<file path="src/rtl/alu_pkg.sv">
// Shared types for the ALU scheduler: op encoding, FSM state encoding and ALU width.
package alu_pkg;

  localparam int ALU_DATA_W = 16;

  typedef enum logic [1:0] {
    ALU_PASS = 2'b00,
    ALU_ADD  = 2'b01,
    ALU_SUB  = 2'b10,
    ALU_CLR  = 2'b11
  } alu_op_e;

  typedef enum logic [1:0] {
    S_IDLE = 2'b00,
    S_EXEC = 2'b01,
    S_RESP = 2'b10
  } sched_state_e;

endpackage

</file>
<file path="src/rtl/rr_arbiter.sv">
// Combinational round-robin arbiter: the search starts at ptr and wraps NUM_REQ-1 -> 0.
module rr_arbiter #(
  parameter int NUM_REQ = 4,
  parameter int ID_W    = $clog2(NUM_REQ)
) (
  input  logic [NUM_REQ-1:0] req,
  input  logic [ID_W-1:0]    ptr,
  output logic [NUM_REQ-1:0] grant,
  output logic [ID_W-1:0]    grant_idx,
  output logic               any_req
);

  function automatic int wrap_idx(input int base, input int offset);
    return (base + offset) % NUM_REQ;
  endfunction

  // NOTE: every always_comb output gets a default first so no path leaves it unassigned (no latch).
  always_comb begin
    grant     = '0;
    grant_idx = '0;
    any_req   = 1'b0;
    for (int off = 0; off < NUM_REQ; off++) begin
      if (!any_req && req[wrap_idx(int'(ptr), off)]) begin
        any_req   = 1'b1;
        grant[wrap_idx(int'(ptr), off)] = 1'b1;
        grant_idx = ID_W'(wrap_idx(int'(ptr), off));
      end
    end
  end

endmodule

</file>
<file path="src/rtl/alu_sched.sv">
// Round-robin scheduler sharing one combinational ALU among NUM_REQ requesters.
// Optional ALU_SCHED_FLAGS_EN adds the registered {carry/borrow, zero} response flags.
module alu_sched
  import alu_pkg::*;
#(
  parameter int NUM_REQ = 4,
  parameter int DATA_W  = ALU_DATA_W,
  parameter int ID_W    = $clog2(NUM_REQ)
) (
  input  logic                  clk,
  input  logic                  rst,
  input  logic [NUM_REQ-1:0]    req_valid,
  output logic [NUM_REQ-1:0]    req_ready,
  input  logic [NUM_REQ*DATA_W-1:0] req_a,
  input  logic [NUM_REQ*DATA_W-1:0] req_b,
  input  logic [NUM_REQ*2-1:0]  req_sel,
  output logic [DATA_W-1:0]     alu_a,
  output logic [DATA_W-1:0]     alu_b,
  output logic [1:0]            alu_sel,
  input  logic [DATA_W-1:0]     alu_out,
  output logic                  rsp_valid,
  input  logic                  rsp_ready,
  output logic [ID_W-1:0]       rsp_id,
  output logic [DATA_W-1:0]     rsp_data,
  output logic                  busy
`ifdef ALU_SCHED_FLAGS_EN
  ,
  output logic [1:0]            rsp_flags
`endif
);

  sched_state_e         state;
  logic [ID_W-1:0]      ptr;
  logic [DATA_W-1:0]    a_q;
  logic [DATA_W-1:0]    b_q;
  alu_op_e              sel_q;
  logic [ID_W-1:0]      id_q;
  logic [NUM_REQ-1:0]   grant;
  logic [ID_W-1:0]      grant_idx;
  logic                 any_req;

  rr_arbiter #(
    .NUM_REQ (NUM_REQ),
    .ID_W    (ID_W)
  ) u_arb (
    .req       (req_valid),
    .ptr       (ptr),
    .grant     (grant),
    .grant_idx (grant_idx),
    .any_req   (any_req)
  );

  assign req_ready = (state == S_IDLE) ? grant : '0;
  assign alu_a     = a_q;
  assign alu_b     = b_q;
  // The ALU only sees the real op during EXEC; elsewhere it idles on pass.
  assign alu_sel   = (state == S_EXEC) ? sel_q : ALU_PASS;
  assign rsp_id    = id_q;
  assign busy      = (state != S_IDLE);

  // NOTE: sequential state uses non-blocking assignments only, so every register samples pre-edge values.
  always_ff @(posedge clk) begin
    if (rst) begin
      state     <= S_IDLE;
      ptr       <= '0;
      a_q       <= '0;
      b_q       <= '0;
      sel_q     <= ALU_PASS;
      id_q      <= '0;
      rsp_data  <= '0;
      rsp_valid <= 1'b0;
    end else begin
      case (state)
        S_IDLE: begin
          if (any_req) begin
            a_q   <= req_a[int'(grant_idx)*DATA_W +: DATA_W];
            b_q   <= req_b[int'(grant_idx)*DATA_W +: DATA_W];
            sel_q <= alu_op_e'(req_sel[int'(grant_idx)*2 +: 2]);
            id_q  <= grant_idx;
            state <= S_EXEC;
          end
        end
        S_EXEC: begin
          rsp_data  <= alu_out;
          rsp_valid <= 1'b1;
          state     <= S_RESP;
        end
        S_RESP: begin
          if (rsp_ready) begin
            rsp_valid <= 1'b0;
            ptr       <= (id_q == ID_W'(NUM_REQ - 1)) ? '0 : id_q + 1'b1;
            state     <= S_IDLE;
          end
        end
        default: state <= S_IDLE;
      endcase
    end
  end

`ifdef ALU_SCHED_FLAGS_EN
  logic [DATA_W:0] wide_res;
  logic            carry_nxt;

  // Carry/borrow comes from a DATA_W+1 recompute on the latched operands, not from the ALU.
  always_comb begin
    wide_res  = '0;
    carry_nxt = 1'b0;
    case (sel_q)
      ALU_ADD: begin
        wide_res  = {1'b0, a_q} + {1'b0, b_q};
        carry_nxt = wide_res[DATA_W];
      end
      ALU_SUB: begin
        wide_res  = {1'b0, a_q} - {1'b0, b_q};
        carry_nxt = wide_res[DATA_W];
      end
      default: carry_nxt = 1'b0;
    endcase
  end

  always_ff @(posedge clk) begin
    if (rst) begin
      rsp_flags <= 2'b00;
    end else if (state == S_EXEC) begin
      rsp_flags <= {carry_nxt, (alu_out == '0)};
    end
  end
`endif

endmodule
</file>
<file path="config.mk">
export PLATFORM = sky130hd
export DESIGN_NAME = alu_sched
export DESIGN_NICKNAME = d
export VERILOG_FILES = /design/src/rtl/alu_pkg.sv /design/src/rtl/rr_arbiter.sv /design/src/rtl/alu_sched.sv
export SDC_FILE = /design/constraint.sdc
export NUM_CORES = 1
export LEC_CHECK = 0
export ABC_AREA = 1
export BUFFER_PORTS_ARGS = -buffer_cell sky130_fd_sc_hd__buf_2
export CAP_MARGIN = 10
export CORE_ASPECT_RATIO = 2
export CORE_MARGIN = 10
export CORE_UTILIZATION = 49
export DETAILED_ROUTE_END_ITERATION = 7
export GPL_TIMING_DRIVEN = 0
export PLACE_DENSITY = 0.87
export SYNTH_ARGS = -nofsm -noshare
export SYNTH_HDL_FRONTEND = slang
export SYNTH_SLANG_ARGS = --single-unit
export TNS_END_PERCENT = 5
</file>
<file path="constraint.sdc">
create_clock -name clk -period 7 [get_ports clk]
set_input_delay 0.7 -clock clk [delete_from_list [all_inputs] [get_ports clk]]
set_output_delay 0.7 -clock clk [all_outputs]
set_load 0.01 [all_outputs]
</file>
### Yosys cells after proc, flatten, opt, wreduce, memory -nomap -nowiden

Index checks and enable logic that the tools add are counted.
W data, S select, Z words.

* flip-flop bits (word level): 57
* bits in latches: 0
* RAM bits: 0
* ROM bits: 0
* input bits: 159
* output and inout port bits: 58
* word-level logic and storage cells: 93
* memories kept: 0

* $add $sub $neg: 4
* multipliers: 0
* divide/modulo/power cells: 0
* $lt $le $gt $ge: 8
* eq/ne operators: 5
* shift operators: 3
* mux-type cells: 39
* bitwise logic cells: 6
* reductions and logical operators: 20

Operators by type and width (number)
* $shiftx A64 B7 Y16: 2
* $mux W4: 5
* $mux W1: 16
* $mux W2: 8
* $lt A3 B4 Y1 const B: 3
* $or A4 B4 Y4: 3
* $ge A3 B1 Y1 const B: 3
* $bmux W1 S2: 4
* $demux W1 S2: 4
* $reduce_and A2 Y1: 4
* $shiftx A8 B4 Y2: 1
* $logic_and A1 B1 Y1: 7
* $pmux W2 S3: 1
* $reduce_or A2 Y1: 3
* $add A2 B1 Y2 const B: 2
* $add A2 B2 Y2 const B: 2
* $eq A2 B2 Y1 const B: 2
* $ne A2 B2 Y1 const B: 2
* $reduce_bool A2 Y1: 2
* $and A1 B1 Y1 const A: 3
* $logic_not A1 Y1: 3
* $lt A2 B3 Y1 const B: 1
* $eq A2 B1 Y1 const B: 1
* $ge A2 B1 Y1 const B: 1
* other kinds (2): 2

### Longest topological paths before layout

Gate-level depths: netlist of the first run.

* depth after elaboration: 16
* depth in mapped cells: 16

### Modules after synthesis

A second synthesis of the first run with hierarchy kept.

* cells, all modules: 642
* area total of the unflattened synthesis: 3938.8 sq um

By module, submodules not included
* alu_sched: instances 1, cells an instance 568, area an instance 3503.4 sq um, seq. area each 1141.1 sq um
* rr_arbiter: instances 1, cells an instance 74, area an instance 435.4 sq um, seq. area each 0.0 sq um

### Worst setup path before layout of the first run

Ideal clock, no wire load.

* path kind: register to output
* from: reg ptr[0]
* to: out req_ready[1]
* arrival: 1.893 ns
* slack: 4.407 ns
* stages on the path, launching flop included: 14
* path through: dfxtp_1 -> inv_2 -> ha_1 -> inv_1 -> nand3_1 -> nand2_4 -> nand2_4 -> inv_1 -> nand2_1 -> o22ai_1 -> a21oi_1 -> nand2_1 -> nand2_1 -> inv_1

* longest elaborated chain between the ends: 14

Ends and longest elaborated chain
* start: declaration: RTL line alu_sched.sv:33 `logic [ID_W-1:0] ptr;`
* start signal: assignment: RTL line alu_sched.sv:91 `ptr <= (id_q == ID_W'(NUM_REQ - 1)) ? '0 : id_q + 1'b1;`
* $add A2 B1 Y2: RTL line rr_arbiter.sv:14 `return (base + offset) % NUM_REQ;`
* $reduce_or A2 Y1 (no line)
* $and A1 B1 Y1 (no line)
* $lt A3 B4 Y1 (not written as such) or $ge A3 B1 Y1 (tied branches): RTL line rr_arbiter.sv:25 `grant[wrap_idx(int'(ptr), off)] = 1'b1;`
* $logic_and A1 B1 Y1 (not written as such): RTL line rr_arbiter.sv:25
* $mux W1 (not written as such): RTL line rr_arbiter.sv:25
* $demux W1 S2
* $or A4 B4 Y4 (no line)
* $mux W4: RTL line rr_arbiter.sv:23 `if (!any_req && req[wrap_idx(int'(ptr), off)]) begin`
* $or A4 B4 Y4 (no line)
* $mux W4: RTL line rr_arbiter.sv:23
* $or A4 B4 Y4 (no line)
* $mux W4 *: RTL line rr_arbiter.sv:23
* $mux W4 *: RTL line alu_sched.sv:53 `assign req_ready = (state == S_IDLE) ? grant : '0;`
* end: declaration: RTL line alu_sched.sv:13 `output logic [NUM_REQ-1:0] req_ready,`

Every way passes the cells marked *; elsewhere a longest branch is shown, timed or not. The select of a mux whose other input is x is not followed.

### Final worst setup path of the first run

Same ends and word-level chain as after synthesis.

==> reports/qor.yml, run 1 <==
outcome: "finished, final reports clean"
cts_max_level: 3
yosysUniqueCellTypes: 32
async_reset_ff_frac: 0
clockRootBuffer: "sky130_fd_sc_hd__clkbuf_16"
ff2ff_setup_slack_ps: 4050
crit_fanout: 12
final.min_clock_period_ps: 3340
finalHoldViolations: 0
core_area_um2: 7890
fin_ws_ps: 3660
most_frequent_cell_after_synthesis: "sky130_fd_sc_hd__nand2_1"
timing.hold.worst_endpoint: "rsp_valid"
initial_core_util: 0.496
min_delay_path_depth: 2
die_y_um: 146
clkTransAtPathRegs_ps: 50
grt_antenna_before_repair: 1
gr_usage_total: 0.234
finish.net_count: 1018
finalSetupTns_ps: 0
gp_congestion: 0.920
first_global_vias: 4724
avgRoutedWirePerCell_um: 15.9
seq_power_share: 0.298
numCtsBuffers: 9
hpwl_um: 12300
row_count: 46
max_freq_ghz: 0.299
cts_tree: "built"
fp.dieArea_um2: 12200
cts-root-to-sink-buffers: 2
commonest_cells_in_the_netlist: "202 x sky130_fd_sc_hd__nand2_1, 74 x sky130_fd_sc_hd__nand3_1, 65 x sky130_fd_sc_hd__nor2_1"
fin_area_um2: 5400
yosysWarningCount: 0
power-per-cell-area_nw_per_um2: 269
synth_sequential_area_ratio: 0.292
synthCells: 624
antenna_left: 0
post_synth_instance_area_um2: 3910
port_buffers: 215
total_of_max_cap_violations: 0
switching_share: 0.380
power_report.internal_total_mw: 0.900
critPathKind: "flop to primary output"
worstRegToRegCells: 14
p_sw_mw: 0.551
grt_pass1_wl_um: 23300
hold_path.class: "flop to flop"
drt-initial-drc-count: 223
flow.area_growth_from_synthesis_pct: 38.2
rsz_0062_raised_after_global_routing: "false"
cts.repair_timing.setup_buffer_count: 0
max-vdd-ir-drop_uv: 190
ios: 217
wirelength_um: 15200
synth-main-ff-cell: "sky130_fd_sc_hd__dfxtp_1"
pin_count_of_the_biggest_net_entering_global_routing: 13
drc_errors: 0
worstMarginPinSlew_ps: 669
timing.rr.end: "alu_b[3]"
power.share.combinational: 0.414
worst_setup_path_start_kind: "flop"
synth_enable_flop_cells: 0
final_max_slew_viol_count: 0
dp_slack_ps: 4030
final-setup-viol-count: 0
synth.area.top_cells: "sky130_fd_sc_hd__dfxtp_1 29%, sky130_fd_sc_hd__nand2_1 19%, sky130_fd_sc_hd__nand3_1 9.5%"
via_per_inst: 5.06
area_fraction_of_the_dominant_cell_type_after_synthesis: 0.292
drt_first_pass_iters: 5
syn_area_per_cell_um2: 6.27
worst_skew_pair.late_latency_ps: 320
grt.overflow.total: 0
cts_repair_resize_count: 0
synth_fp_nets: 792
hold_start: "rsp_valid"
die-width_um: 83.2
fin_skew_ps: 4.27
finalCritPeriodShare: 0.478
critical_path.reg2reg.startpoint: "ptr[0]"
max_slew_margin: 0.554
cts_num_sinks: 57
drive_gt1_frac: 0.337
cellLeakagePower_nw: 3.14
vias_after_detailed_routing: 4821
yosysTopAreaCell: "sky130_fd_sc_hd__dfxtp_1"
worst-endpoint-required_ps: 6300
worst_ep_arrival_time_ps: 2640
postCtsHoldBufs: 0
pwr-share-clk: 0.288
post_dp_cell_area_um2: 5110
end_kind: "primary output"
synth_seq_cells: 57
-- critical path, cell delays in order, from the launching register on --
cell and delay [ps]:
sky130_fd_sc_hd__dfxtp_1 530, sky130_fd_sc_hd__inv_2 220, sky130_fd_sc_hd__ha_1 410, sky130_fd_sc_hd__inv_1 120, sky130_fd_sc_hd__nand3_1 120, sky130_fd_sc_hd__nand2_4 150
sky130_fd_sc_hd__nand2_4 90, sky130_fd_sc_hd__inv_1 100, sky130_fd_sc_hd__nand2_1 100, sky130_fd_sc_hd__o22ai_1 150, sky130_fd_sc_hd__a21oi_1 60, sky130_fd_sc_hd__nand2_1 60
sky130_fd_sc_hd__nand2_1 40, sky130_fd_sc_hd__inv_1 60, sky130_fd_sc_hd__buf_2 120
-- worst max-delay path by stage --
stage	depth (start not counted)	to	slack, ps	from
2_1_floorplan	13	req_ready[1]	4410	ptr[0]
3_3_place_gp	14	req_ready[3]	4080	ptr[0]
3_5_place_dp	14	req_ready[1]	4030	ptr[0]
4_1_cts	14	req_ready[1]	3680	ptr[0]
5_1_grt	14	req_ready[1]	3400	ptr[0]
6_report	14	req_ready[1]	3660	ptr[0]
-- layout by cell type (no fill, tap or decap) --
master | netlist | final
sky130_fd_sc_hd__nand2_4 | 7 | 7
sky130_fd_sc_hd__nand4_4 | 1 | 1
sky130_fd_sc_hd__o22ai_1 | 2 | 2
sky130_fd_sc_hd__o21a_1 | 14 | 14
sky130_fd_sc_hd__nand3_1 | 74 | 74
sky130_fd_sc_hd__o21ai_1 | 10 | 10
sky130_fd_sc_hd__ha_1 | 9 | 9
sky130_fd_sc_hd__nor2_1 | 65 | 65
sky130_fd_sc_hd__inv_2 | 5 | 5
sky130_fd_sc_hd__a21oi_2 | 10 | 10
sky130_fd_sc_hd__clkbuf_1 | 12 | 13
sky130_fd_sc_hd__inv_6 | 1 | 1
sky130_fd_sc_hd__inv_4 | 1 | 1
sky130_fd_sc_hd__nand3b_1 | 15 | 15
sky130_fd_sc_hd__inv_1 | 63 | 63
sky130_fd_sc_hd__nand4_1 | 1 | 1
sky130_fd_sc_hd__nor2_8 | 1 | 1
sky130_fd_sc_hd__a21boi_0 | 1 | 1
sky130_fd_sc_hd__buf_2 | 8 | 223
sky130_fd_sc_hd__clkinv_2 | 0 | 2
sky130_fd_sc_hd__dfxtp_1 | 57 | 57
sky130_fd_sc_hd__nand3_2 | 2 | 2
sky130_fd_sc_hd__clkbuf_8 | 0 | 4
sky130_fd_sc_hd__a21oi_4 | 1 | 1
sky130_fd_sc_hd__a21oi_1 | 15 | 15
sky130_fd_sc_hd__buf_6 | 7 | 7
sky130_fd_sc_hd__nand2_2 | 6 | 6
sky130_fd_sc_hd__diode_2 | 0 | 1
sky130_fd_sc_hd__a22oi_1 | 2 | 2
sky130_fd_sc_hd__a31o_2 | 1 | 1
sky130_fd_sc_hd__nor2_2 | 1 | 1
sky130_fd_sc_hd__nor2_4 | 1 | 1
sky130_fd_sc_hd__buf_4 | 5 | 5
sky130_fd_sc_hd__nand2_1 | 202 | 202
sky130_fd_sc_hd__o21ai_0 | 24 | 24
sky130_fd_sc_hd__clkbuf_16 | 0 | 9
-- kinds of logic (layout without fill, tap and decap cells) --
kind of cell	after synthesis	in the layout	synth area share
AOI/OAI and AO/OA	80	80	0.127
buffers and inverters	102	333	0.121
and+or+nand+nor	376	376	0.431
other	0	1	0
adders and majority gates	9	9	0.0288
DFF	57	57	0.292
-- registers in the layout, indices dropped and copies added (netlist names) --
signal,cells
rsp_data,16
state,2
sel_q,2
ptr,2
alu_b,16
rsp_id,2
rsp_valid,1
alu_a,16
-- final cells by class --
type	count	area, um^2
diodes	1	2.50
multi-input cells	465	2300
clock inverters	2	10.0
flip-flops and latches	57	1140
fillers	723	2480
plain buffers	32	201
well taps	96	120
clock buffers	14	284
inverters	70	270
repair buffers	215	1080
-- metal layers --
metal	track usage	wire length [um]	vias up
met5	0	0	-
met4	0.128	629	0
met2	0.433	8030	207
met1	0.217	5260	2156
li1	-	-	2418
met3	0.0741	1250	40
-- power groups by stage --
| stage | registers (mW) | clock network [mW] | logic, mW |
|---|---|---|---|
| 6_report | 0.433 | 0.418 | 0.600 |
| 5_1_grt | 0.440 | 0.440 | 0.665 |
| 4_1_cts | 0.431 | 0.425 | 0.601 |
| 3_5_place_dp | 0.436 | 0 | 0.599 |
| 3_3_place_gp | 0.434 | 0 | 0.590 |
| 2_1_floorplan | 0.466 | 0 | 0.348 |
-- per-stage QoR --
step	hold WS, ps	instances	power [mW]	utilization
floorplan	483	624	0.814	-
global placement	483	935	1.02	0.648
detailed placement	482	935	1.04	0.648
CTS	489	951	1.46	0.685
global route	534	952	1.55	0.685
finish	493	952	1.45	0.685
No activity file was read; power rests on OpenSTA's default activity.
==> inputs of run 2 (changes only) <==
--- a/config.mk
+++ b/config.mk
@@ -5,15 +5,15 @@
 export SDC_FILE = /design/constraint.sdc
 export NUM_CORES = 1
 export LEC_CHECK = 0
-export ABC_AREA = 1
+export ABC_AREA = 0
 export BUFFER_PORTS_ARGS = -buffer_cell sky130_fd_sc_hd__buf_2
 export CAP_MARGIN = 10
 export CORE_ASPECT_RATIO = 2
 export CORE_MARGIN = 10
-export CORE_UTILIZATION = 49
+export CORE_UTILIZATION = 43
 export DETAILED_ROUTE_END_ITERATION = 7
 export GPL_TIMING_DRIVEN = 0
-export PLACE_DENSITY = 0.87
+export PLACE_DENSITY = 0.8
 export SYNTH_ARGS = -nofsm -noshare
 export SYNTH_HDL_FRONTEND = slang
 export SYNTH_SLANG_ARGS = --single-unit
==> constraint.sdc (replaced) <==
create_clock -name clk -period 3.25 [get_ports clk]
set_input_delay 0.325 -clock clk [delete_from_list [all_inputs] [get_ports clk]]
set_output_delay 0.325 -clock clk [all_outputs]
set_load 0.01 [all_outputs]
==> run 2 against run 1 <==
Net effect: flip-flop and latch count unchanged; first-iteration DRC count decreased by 26%; global-route usage decreased by 3.3 points; sequential power increased by 94%; hold slack got worse by 260 ps.
==> reports/qor.yml, run 2 <==
outcome: "finished, final reports clean"
drt_first_pass_iters: 4  # -1
max_freq_ghz: 0.319
synth_sequential_area_ratio: 0.328  # +0.0357
p_total_mw: 2.58  # +78%
hpwl_um: 10900  # -11%
drive_gt1_frac: 0.524  # +0.187
yosysWarningCount: 0  # unchanged
commonest_cells_in_the_netlist: "57 x sky130_fd_sc_hd__dfxtp_1, 39 x sky130_fd_sc_hd__nand2_1, 37 x sky130_fd_sc_hd__mux2i_1"
numCtsBuffers: 9  # unchanged
cellLeakagePower_nw: 2.41  # -23%
critPathKind: "flop to flop"
die_y_um: 147  # +0.65%
crit_path_start: "ptr[0]"
fin_ws_ps: 118  # -3540 ps
cts_num_sinks: 57  # unchanged
synth_fp_nets: 527  # -33%
grt.overflow.total: 0  # unchanged
gr_usage_total: 0.201  # -0.0330
most_frequent_cell_after_synthesis: "sky130_fd_sc_hd__dfxtp_1"
clockRootBuffer: "sky130_fd_sc_hd__clkbuf_16"
yosysUniqueCellTypes: 48  # +50%
max_slew_margin: 0.702  # +0.148
hold_path.class: "input port to flop"
clkTransAtPathRegs_ps: 60  # about the same
post_synth_instance_area_um2: 3480  # -11%
port_buffers: 215  # unchanged
ff2ff_setup_slack_ps: 120  # -3930 ps
via_per_inst: 5.31  # +4.8%
synth-main-ff-cell: "sky130_fd_sc_hd__dfxtp_1"
cts-root-to-sink-buffers: 2  # unchanged
fp.dieArea_um2: 12300  # +1.2%
gp_congestion: 0.861  # -6.5%
finalSetupTns_ps: 0  # unchanged
whs_ps: 232  # -261 ps
total_of_max_cap_violations: 0  # unchanged
worst_setup_path_start_kind: "flop"
synth_seq_cells: 57  # unchanged
finish.net_count: 757  # -26%
critical_path.endpoint: "sel_q[0]"
worstRegToRegCells: 12  # -2
worst-endpoint-required_ps: 3450  # -2850 ps
area_fraction_of_the_dominant_cell_type_after_synthesis: 0.328  # +0.0357
final-setup-viol-count: 0  # unchanged
hold_start: "alu_out[9]"
row_count: 46  # unchanged
grt_pass1_wl_um: 20300  # -13%
antenna_left: 0  # unchanged
drt-initial-drc-count: 164  # -26%
cts_tree: "built"
most-common-layout-cells: "215 x sky130_fd_sc_hd__buf_2, 56 x sky130_fd_sc_hd__dfxtp_1, 39 x sky130_fd_sc_hd__nand2_1"
die-width_um: 83.6  # +0.57%
cpMostUsedCell: "sky130_fd_sc_hd__clkbuf_8"
core_area_um2: 7940  # +0.73%
grt_antenna_before_repair: 0  # -1
cp.depth: 12  # -2
final_max_slew_viol_count: 0  # unchanged
wirelength_um: 13000  # -15%
fin_skew_ps: 4.33  # +0.0604 ps
finalHoldViolations: 0  # unchanged
layout_commonest_cell: "sky130_fd_sc_hd__buf_2"
worst_ep_arrival_time_ps: 3330  # +690 ps
drc_errors: 0  # unchanged
synth_enable_flop_cells: 0  # unchanged
final_core_utilization: 0.637  # -0.0480
yosysTopAreaCell: "sky130_fd_sc_hd__dfxtp_1"
worstMarginPinSlew_ps: 448  # -221 ps
worst_skew_pair.late_latency_ps: 330  # about the same
count_of_inserted_antenna_diode_cells: 0  # -1
worstPathBufferInverterCount: 5  # unchanged
rsz_0062_raised_after_global_routing: "false"
crit_fanout: 10  # -2
cpLargestDelayFamily: "buffers and inverters"
pin_count_of_the_biggest_net_entering_global_routing: 13  # unchanged
cp_slowest_cell: "sky130_fd_sc_hd__mux4_2"
dp_slack_ps: -255  # -4290 ps
timing.rr.end: "sel_q[0]"
flow.area_growth_from_synthesis_pct: 45.3
power-per-cell-area_nw_per_um2: 511  # +90%
ios: 217  # unchanged
timing.critical_path.slowest_cell_delay_ps: 390  # -140 ps
synthCells: 359  # -42%
avgRoutedWirePerCell_um: 18.8  # +18%
max-vdd-ir-drop_uv: 382  # +100%
vias_after_detailed_routing: 3662  # -24%
finalCritPeriodShare: 0.964
syn_area_per_cell_um2: 9.70  # +55%
postCtsHoldBufs: 0  # unchanged
critical_path.reg2reg.startpoint: "ptr[0]"
initial_core_util: 0.439  # -0.0573
synth.area.top_cells: "sky130_fd_sc_hd__dfxtp_1 33%, sky130_fd_sc_hd__mux2i_1 11%, sky130_fd_sc_hd__mux2_2 10%"
end_kind: "flop"
first_global_vias: 4147  # -12%
final.min_clock_period_ps: 3130
async_reset_ff_frac: 0  # unchanged
worstPathCellList: "clkbuf_8 > inv_1 > ha_4 > clkbuf_8 > mux4_2 > nor2b_4 > o22a_1 > buf_6 > clkbuf_8 > mux2_2 > a22oi_1 > o21ai_0"
cts_max_level: 3  # unchanged
[run 2: cell count changes in the layout (fill, tap and decap cells not counted), sizes merged, moves of 4 or more]
cell	delta
nand2	-176
mux2i	+37
o21a	-13
a22oi	+32
nor2	-58
o21ai	+6
a221o	+5
mux2	+36
buf	-4
nand3b	-12
nand3	-75
inv	-66
[run 2: per-layer routing]
| layer | track usage | wire [um] | vias to the layer above |
|---|---|---|---|
| li1 | - | - | 1784 |
| met1 | 0.174 | 4350 | 1668 |
| met2 | 0.388 | 7190 | 168 |
| met3 | 0.0653 | 896 | 42 |
| met4 | 0.106 | 524 | 0 |
| met5 | 0 | 0 | - |
[run 2: cells by family (layout without fill, tap and decap cells)]
family | after synthesis | count (layout) | share of synthesized area
adder cells (fa/ha/maj) | 9 | 9 | 0.0323
flip-flops | 57 | 57 | 0.328
multiplexers | 75 | 75 | 0.237
AND/OR/NAND/NOR | 72 | 72 | 0.102
AO/OA/AOI/OAI | 114 | 114 | 0.215
buffers and inverters | 32 | 267 | 0.0858
[run 2: area by class of cell]
cell class / instances / area [um^2]
buffer: 29 / 292
multi-input combinational: 270 / 2060
fill: 651 / 2880
clock inverter: 7 / 104
clock buffer: 9 / 225
tap: 96 / 120
timing repair buffer: 219 / 1110
inverter: 3 / 11.3
sequential: 57 / 1140
[run 2: per-stage QoR]
| stage | cells | instance area (um^2) |
|---|---|---|
| detailed placement | 670 | 4680 |
| CTS | 690 | 5050 |
| floorplan | 359 | 3480 |
| finish | 690 | 5060 |
| global route | 690 | 5060 |
| global placement | 670 | 4680 |
[run 2: worst reg2reg max path, delay by kind of cell, from the launching register on]
| family | cells | cell delay, ps |
|---|---|---|
| AOI/OAI and AO/OA | 3 | 490 |
| adders and majority gates | 1 | 270 |
| DFF | 1 | 370 |
| muxes | 2 | 730 |
| buffers and inverters | 5 | 920 |
| and+or+nand+nor | 1 | 200 |
[run 2: power by group]
part           leakage, nW  switching [mW]  internal, mW  total [mW]
sequential           0.470          0.0530         0.787       0.840
clock                0.154           0.350         0.678        1.03
combinational         1.78           0.357         0.359       0.716
total                 2.41           0.760          1.82        2.58
[run 2: timing repair]
item	4_1_cts	5_1_grt
resized for setup	4	2
setup endpoints to repair	35	28
pin swaps	1	0
buffers inserted	4	0
endpoints found under the hold margin	0	0
[run 2: worst min path at each step]
stage	cells after the start	endpoint	slack (ps)
after global routing	3	rsp_data[9]	230
after floorplan	2	sel_q[0]	450
after CTS	3	rsp_data[9]	230
after global placement	2	rsp_data[15]	440
final	3	rsp_data[9]	230
after detailed placement	2	rsp_data[3]	450
